**src/rtl/ram_port_arbiter_pkg.sv**
```systemverilog
// ram_port_arbiter_pkg
// Shared definitions for the two-requester RAM port arbiter:
//   state_t        - sequencer states (INIT zero-fills the RAM, ARB arbitrates)
//   *_WIDTH_DEF    - default RAM geometry (64 x 8)
//   REQ0 / REQ1    - requester indices into the valid/grant vectors
package ram_port_arbiter_pkg;

  localparam int ADDR_WIDTH_DEF = 6;
  localparam int DATA_WIDTH_DEF = 8;

  localparam int REQ0 = 0;
  localparam int REQ1 = 1;

  typedef enum logic {
    INIT = 1'b0,
    ARB  = 1'b1
  } state_t;

endpackage

```
**src/rtl/ram_port_arbiter_rr_grant2.sv**
```systemverilog
// rr_grant2
// Combinational two-way round-robin grant.
//   valid[1:0] in  - request vector, bit N = requester N
//   prio       in  - requester that wins when both are valid
//   gnt[1:0]   out - one-hot grant (all zero when nothing is valid)
module rr_grant2
  import ram_port_arbiter_pkg::*;
(
  input  logic [1:0] valid,
  input  logic       prio,
  output logic [1:0] gnt
);

  always_comb begin
    gnt = 2'b00;
    // A lone requester always wins; prio only breaks ties.
    if (valid[REQ0] && (!valid[REQ1] || !prio)) begin
      gnt[REQ0] = 1'b1;
    end else if (valid[REQ1]) begin
      gnt[REQ1] = 1'b1;
    end
  end

endmodule

```
**src/rtl/ram_port_arbiter.sv**
```systemverilog
// ram_port_arbiter
// Shares one single-port RAM (write on clk edge, registered read) between
// two requesters. After reset the whole array is zero-filled, then at most
// one access per cycle is granted round-robin. Read data returns one cycle
// after the grant on the owning requester's response port.
//   req0_* / req1_*  - valid/we/addr/wdata in, ready (grant) out
//   rsp0_* / rsp1_*  - read response strobe and data (data 0 when idle)
//   ram_we/addr/data - RAM command outputs; ram_q - RAM read data input
//   init_done        - zero-fill finished, arbitration active
module ram_port_arbiter
  import ram_port_arbiter_pkg::*;
#(
  parameter int ADDR_WIDTH = ADDR_WIDTH_DEF,
  parameter int DATA_WIDTH = DATA_WIDTH_DEF
) (
  input  logic                  clk,
  input  logic                  rst,
  input  logic                  req0_valid,
  input  logic                  req0_we,
  input  logic [ADDR_WIDTH-1:0] req0_addr,
  input  logic [DATA_WIDTH-1:0] req0_wdata,
  output logic                  req0_ready,
  output logic                  rsp0_valid,
  output logic [DATA_WIDTH-1:0] rsp0_rdata,
  input  logic                  req1_valid,
  input  logic                  req1_we,
  input  logic [ADDR_WIDTH-1:0] req1_addr,
  input  logic [DATA_WIDTH-1:0] req1_wdata,
  output logic                  req1_ready,
  output logic                  rsp1_valid,
  output logic [DATA_WIDTH-1:0] rsp1_rdata,
  output logic [DATA_WIDTH-1:0] ram_data,
  output logic [ADDR_WIDTH-1:0] ram_addr,
  output logic                  ram_we,
  input  logic [DATA_WIDTH-1:0] ram_q,
  output logic                  init_done
);

  state_t                state;
  logic [ADDR_WIDTH-1:0] init_addr;
  logic                  prio;
  logic                  read_pending;
  logic                  owner;
  logic [1:0]            gnt;
  logic                  arb;

  assign arb = (state == ARB);

  rr_grant2 u_grant (
    .valid ({req1_valid, req0_valid}),
    .prio  (prio),
    .gnt   (gnt)
  );

  assign req0_ready = arb & gnt[REQ0];
  assign req1_ready = arb & gnt[REQ1];

  // RAM command mux: zero-fill stream during INIT, winner's access in ARB,
  // all-zero idle command when nobody is granted.
  always_comb begin
    ram_we   = 1'b1;
    ram_addr = init_addr;
    ram_data = '0;
    if (arb) begin
      ram_we   = 1'b0;
      ram_addr = '0;
      if (req0_ready) begin
        ram_we   = req0_we;
        ram_addr = req0_addr;
        ram_data = req0_wdata;
      end else if (req1_ready) begin
        ram_we   = req1_we;
        ram_addr = req1_addr;
        ram_data = req1_wdata;
      end
    end
  end

  always_ff @(posedge clk or posedge rst) begin
    if (rst) begin
      state        <= INIT;
      init_addr    <= '0;
      init_done    <= 1'b0;
      prio         <= 1'b0;
      read_pending <= 1'b0;
      owner        <= 1'b0;
    end else begin
      case (state)
        INIT: begin
          // Counter stops at the terminal address instead of wrapping.
          if (init_addr == '1) begin
            state     <= ARB;
            init_done <= 1'b1;
          end else begin
            init_addr <= init_addr + 1'b1;
          end
        end
        ARB: begin
          read_pending <= 1'b0;
          if (req0_ready) begin
            prio         <= 1'b1;
            read_pending <= ~req0_we;
            owner        <= 1'b0;
          end else if (req1_ready) begin
            prio         <= 1'b0;
            read_pending <= ~req1_we;
            owner        <= 1'b1;
          end
        end
        default: state <= INIT;
      endcase
    end
  end

  // ram_q already holds the word addressed at the grant edge.
  assign rsp0_valid = read_pending & ~owner;
  assign rsp1_valid = read_pending & owner;
  assign rsp0_rdata = rsp0_valid ? ram_q : '0;
  assign rsp1_rdata = rsp1_valid ? ram_q : '0;

endmodule

```
**config.mk**
```make
export PLATFORM = sky130hd
export DESIGN_NAME = ram_port_arbiter
export DESIGN_NICKNAME = d
export VERILOG_FILES = /design/src/rtl/ram_port_arbiter_pkg.sv /design/src/rtl/ram_port_arbiter_rr_grant2.sv /design/src/rtl/ram_port_arbiter.sv
export SDC_FILE = /design/constraint.sdc
export NUM_CORES = 1
export LEC_CHECK = 0
export CORE_UTILIZATION = 31
export CTS_BUF_LIST = sky130_fd_sc_hd__clkbuf_16
export CTS_CLUSTER_SIZE = 10
export DETAILED_ROUTE_END_ITERATION = 12
export GPL_TIMING_DRIVEN = 0
export PLACE_DENSITY = 0.8
export REMOVE_ABC_BUFFERS = 1
export SYNTH_ARGS = -nofsm -noshare
export SYNTH_HDL_FRONTEND = slang
export SYNTH_SLANG_ARGS = --single-unit
```
**constraint.sdc**
```tcl
create_clock -name clk -period 1.6 [get_ports clk]
set_clock_uncertainty 0.05 [all_clocks]
set_input_delay 0.16 -clock clk [delete_from_list [all_inputs] [get_ports clk]]
set_output_delay 0.16 -clock clk [all_outputs]
set_load 0.05 [all_outputs]
```
==> impl_table.tex <==
\begin{tabular}{lr}
\hline
Metric & Value \\
\hline
\multicolumn{2}{l}{\textbf{Worst setup path}} \\
Crit path buf inv count & 3 \\
CP max stage cell & dfrtp\_2 \\
Register-to-register setup slack & 0.15 ns \\
Worst r2r src & init\_addr[3] \\
Crit end category & primary output \\
Largest stage delay on the critical path & 0.44 ns \\
Critical Setup Path Class & reg2out \\
Setup crit start kind & register \\
Critical path, cell by cell & inv\_2 -> a21oi\_4 -> buf\_12 -> a221o\_1 -> buf\_6 \\
Worst r2r path cells & 3 \\
Top cell family by delay on the critical path & flip-flops \\
Data arrival, critical path & 1.47 ns \\
Maximum fanout along the worst path & 13 \\
Reg-to-reg endpoint & init\_addr[1] \\
Critical Path RT & 1.39 ns \\
\multicolumn{2}{l}{\textbf{STA}} \\
Slew margin rel. & 66.6\% \\
Setup repair after global routing missed its margin & true \\
Slew @ Worst Pin & 0.500 ns \\
Crit share post-route & 105\% \\
Worst setup margin & -0.0836 ns \\
Min Tclk post-route & 1.68 ns \\
Max Clock Freq & 594 MHz \\
Final setup vio count & 10 \\
Number of max-slew violations in the final report & 0 \\
Hold Vio Cnt, Final & 0 \\
\multicolumn{2}{l}{\textbf{Routing}} \\
Post-detailed-route count of antenna-violating nets & 0 \\
Remaining design rule violation count & 0 \\
Drt total wl & 3320 um \\
Detailed-router iteration count before antenna repair & 4 \\
Avg Vias per Cell & 5.14 \\
Total via count after detailed routing & 1099 \\
DRC marker count from the first detailed-route iteration & 20 \\
Detail-routed net length per standard cell & 15.5 um \\
\multicolumn{2}{l}{\textbf{Clock tree}} \\
Inserted Clock Buffers & 3 \\
Number of clock sinks & 11 \\
Count of hold buffers inserted by post-cts repair & 0 \\
Root Driver & clkbuf\_16 \\
Insertion delay to the later sink of the worst-skew pair & 0.24 ns \\
Clock tree from TritonCTS & built \\
Register clock-pin slew on the reported worst setup and hold paths & 0.04 ns \\
Clk buf depth & 2 \\
Htree depth & 1 \\
\multicolumn{2}{l}{\textbf{Logic synthesis}} \\
Post-synth EDFFs & 0 \\
Fraction of synthesized cell area taken by the top area cell type & 31.7\% \\
Most frequent cells after synthesis & dfrtp\_1, and2\_1, and3\_1 \\
Dominant cells by area after synthesis & dfrtp\_1, a22o\_1, and2\_1, and3\_1, a31oi\_1 \\
Count of warnings emitted by yosys & 0 \\
Proportion of synthesized flip-flops having asynchronous set or reset & 100\% \\
Avg Inst Size Synth & 8.50 um2 \\
Leading cell type by number of instances after synthesis & dfrtp\_1 \\
Number of storage elements in the synthesis netlist & 11 \\
Count of distinct cell types in the synthesized netlist & 32 \\
Cell accounting for the most synthesized area & dfrtp\_1 \\
Sequential cell area fraction in the yosys report & 31.7\% \\
Cell area after synthesis & 867 um2 \\
Synthesized instance count & 102 \\
Flip-flop cell with the highest count after synthesis & dfrtp\_1 \\
\multicolumn{2}{l}{\textbf{GRT}} \\
Number of antenna violations at the first check in global routing & 0 \\
Overall routing resource usage & 21.7\% \\
Total global routing overflow & 0 \\
Via count of the first global-routing pass & 1012 \\
Maximum number of pins on one net before global-route repair & 14 \\
Global-route wire length before repair & 4530 um \\
\multicolumn{2}{l}{\textbf{Status}} \\
Violations in the final reports & negative setup slack \\
Outcome & finished, violations left \\
\multicolumn{2}{l}{\textbf{Placed design}} \\
Half-perimeter wire length after detailed placement & 2360 um \\
Cell area reported after detailed placement & 1640 um2 \\
Placed Cells & 202 \\
RePlAce Congestion & 0.857 \\
Count of buffers from port buffering & 77 \\
\multicolumn{2}{l}{\textbf{Power and ir drop}} \\
Highest ir drop seen on vdd & 595 uV \\
PnR Total Power & 923 uW \\
PwrDens & 507 nW/um2 \\
Standby leakage power & 0.000859 uW \\
\multicolumn{2}{l}{\textbf{Floorplan}} \\
Placeable Area & 2570 um2 \\
Die Wd & 54.9 um \\
Ports placed on the boundary & 78 \\
Initial cell density of the core & 33.8\% \\
Number of rows in the core area & 18 \\
Die extent in y & 54.9 um \\
Die ar. & 3010 um2 \\
\multicolumn{2}{l}{\textbf{Finish}} \\
\# diodes & 0 \\
P\&R area growth vs syn & 110\% \\
Layout net count & 228 \\
Fraction of the core area covered by cells at the end of the flow & 70.9\% \\
Share of cells above drive strength 1 & 33.7\% \\
Final Instance Area & 1820 um2 \\
Post-route non-filler standard cell count & 214 \\
\multicolumn{2}{l}{\textbf{Min path}} \\
Classification of the worst-slack hold path & in2async \\
\multicolumn{2}{l}{\textbf{Flow run}} \\
Maximum Capacitance Violations & 0 \\
\hline
\end{tabular}
timing repair:
item	CTS	global route
cloned	1	1
pin swaps	14	12
setup endpoints to repair	35	31
setup buffers	6	2
gates resized for setup	201	10
layer usage:
| metal | vias to the layer above | part of all wire [%] | track usage (%) |
|---|---|---|---|
| li1 | 539 | - | - |
| met1 | 491 | 37 | 22.9 |
| met2 | 64 | 51 | 40.2 |
| met3 | 5 | 10 | 6.39 |
| met4 | 0 | 1.4 | 7.69 |
| met5 | - | 0 | 0 |
worst register-to-register path: cells and delay by family, from the launching register on:
kind | cells | cell delay, ns
AND/OR/NAND/NOR | 1 | 0.23
multiplexers | 1 | 0.32
flip-flops | 1 | 0.45
AO/OA/AOI/OAI | 1 | 0.28
metrics by stage:
stage	setup WS (ns)	hold slack (ns)	setup TNS, ns
2_1_floorplan	-0.599	-0.0376	-11.13
4_1_cts	-0.0940	0.188	-0.455
5_1_grt	-0.188	0.223	-1.31
6_report	-0.0836	0.174	-0.502
3_5_place_dp	-1.14	0.412	-24.04
3_3_place_gp	-1.10	0.410	-22.63
worst max-delay path by stage:
stage,start,endpoint,slack [ns],cells after the start
4_1_cts,prio,ram_addr[2],-0.09,5
6_report,prio,ram_we,-0.08,5
3_5_place_dp,req1_valid,ram_data[0],-1.14,5
5_1_grt,prio,ram_addr[0],-0.19,5
2_1_floorplan,arb,ram_addr[1],-0.60,3
3_3_place_gp,req1_valid,ram_data[1],-1.10,5
state kept, by name, summed over array words and instances, names as in the netlist:
register / flops
arb: 1
init_addr: 6
init_done: 1
owner: 1
prio: 1
read_pending: 1
cell families after synthesis:
family	after synthesis	synth area share, %
buffers and inverters	11	5.92
AOI/OAI and AO/OA	30	28.3
adders and majority gates	1	1.44
xor gates and xnor gates	1	1.01
muxes	1	1.73
DFF	11	31.7
and+or+nand+nor	47	29.9
power breakdown:
group | switching [uW] | internal (uW)
Sequential | 3.31 | 281
Clock | 122 | 328
Combinational | 79.4 | 109
layout by cell type, fill, tap and decap left out, drive strengths merged, types with 2 or more instances in the layout:
cell	n
inv	5
nor2	6
a41oi	2
nor3	2
and2	11
clkdlybuf4s50	39
clkbuf	3
a22o	8
a221o	3
nand3	5
a21oi	5
nand2	7
dfrtp	11
a31oi	7
clkdlybuf4s15	10
buf	32
and3	9
nor2b	7
layout make-up:
cell class / count / area [um2]
inverters: 4 / 15.0
clock buffers: 3 / 75.1
repair buffers: 83 / 805
fillers: 193 / 748
clock inverters: 1 / 3.75
flip-flops and latches: 11 / 280
well taps: 30 / 37.5
multi-input cells: 82 / 603
Power figures use the tool's default switching activity.
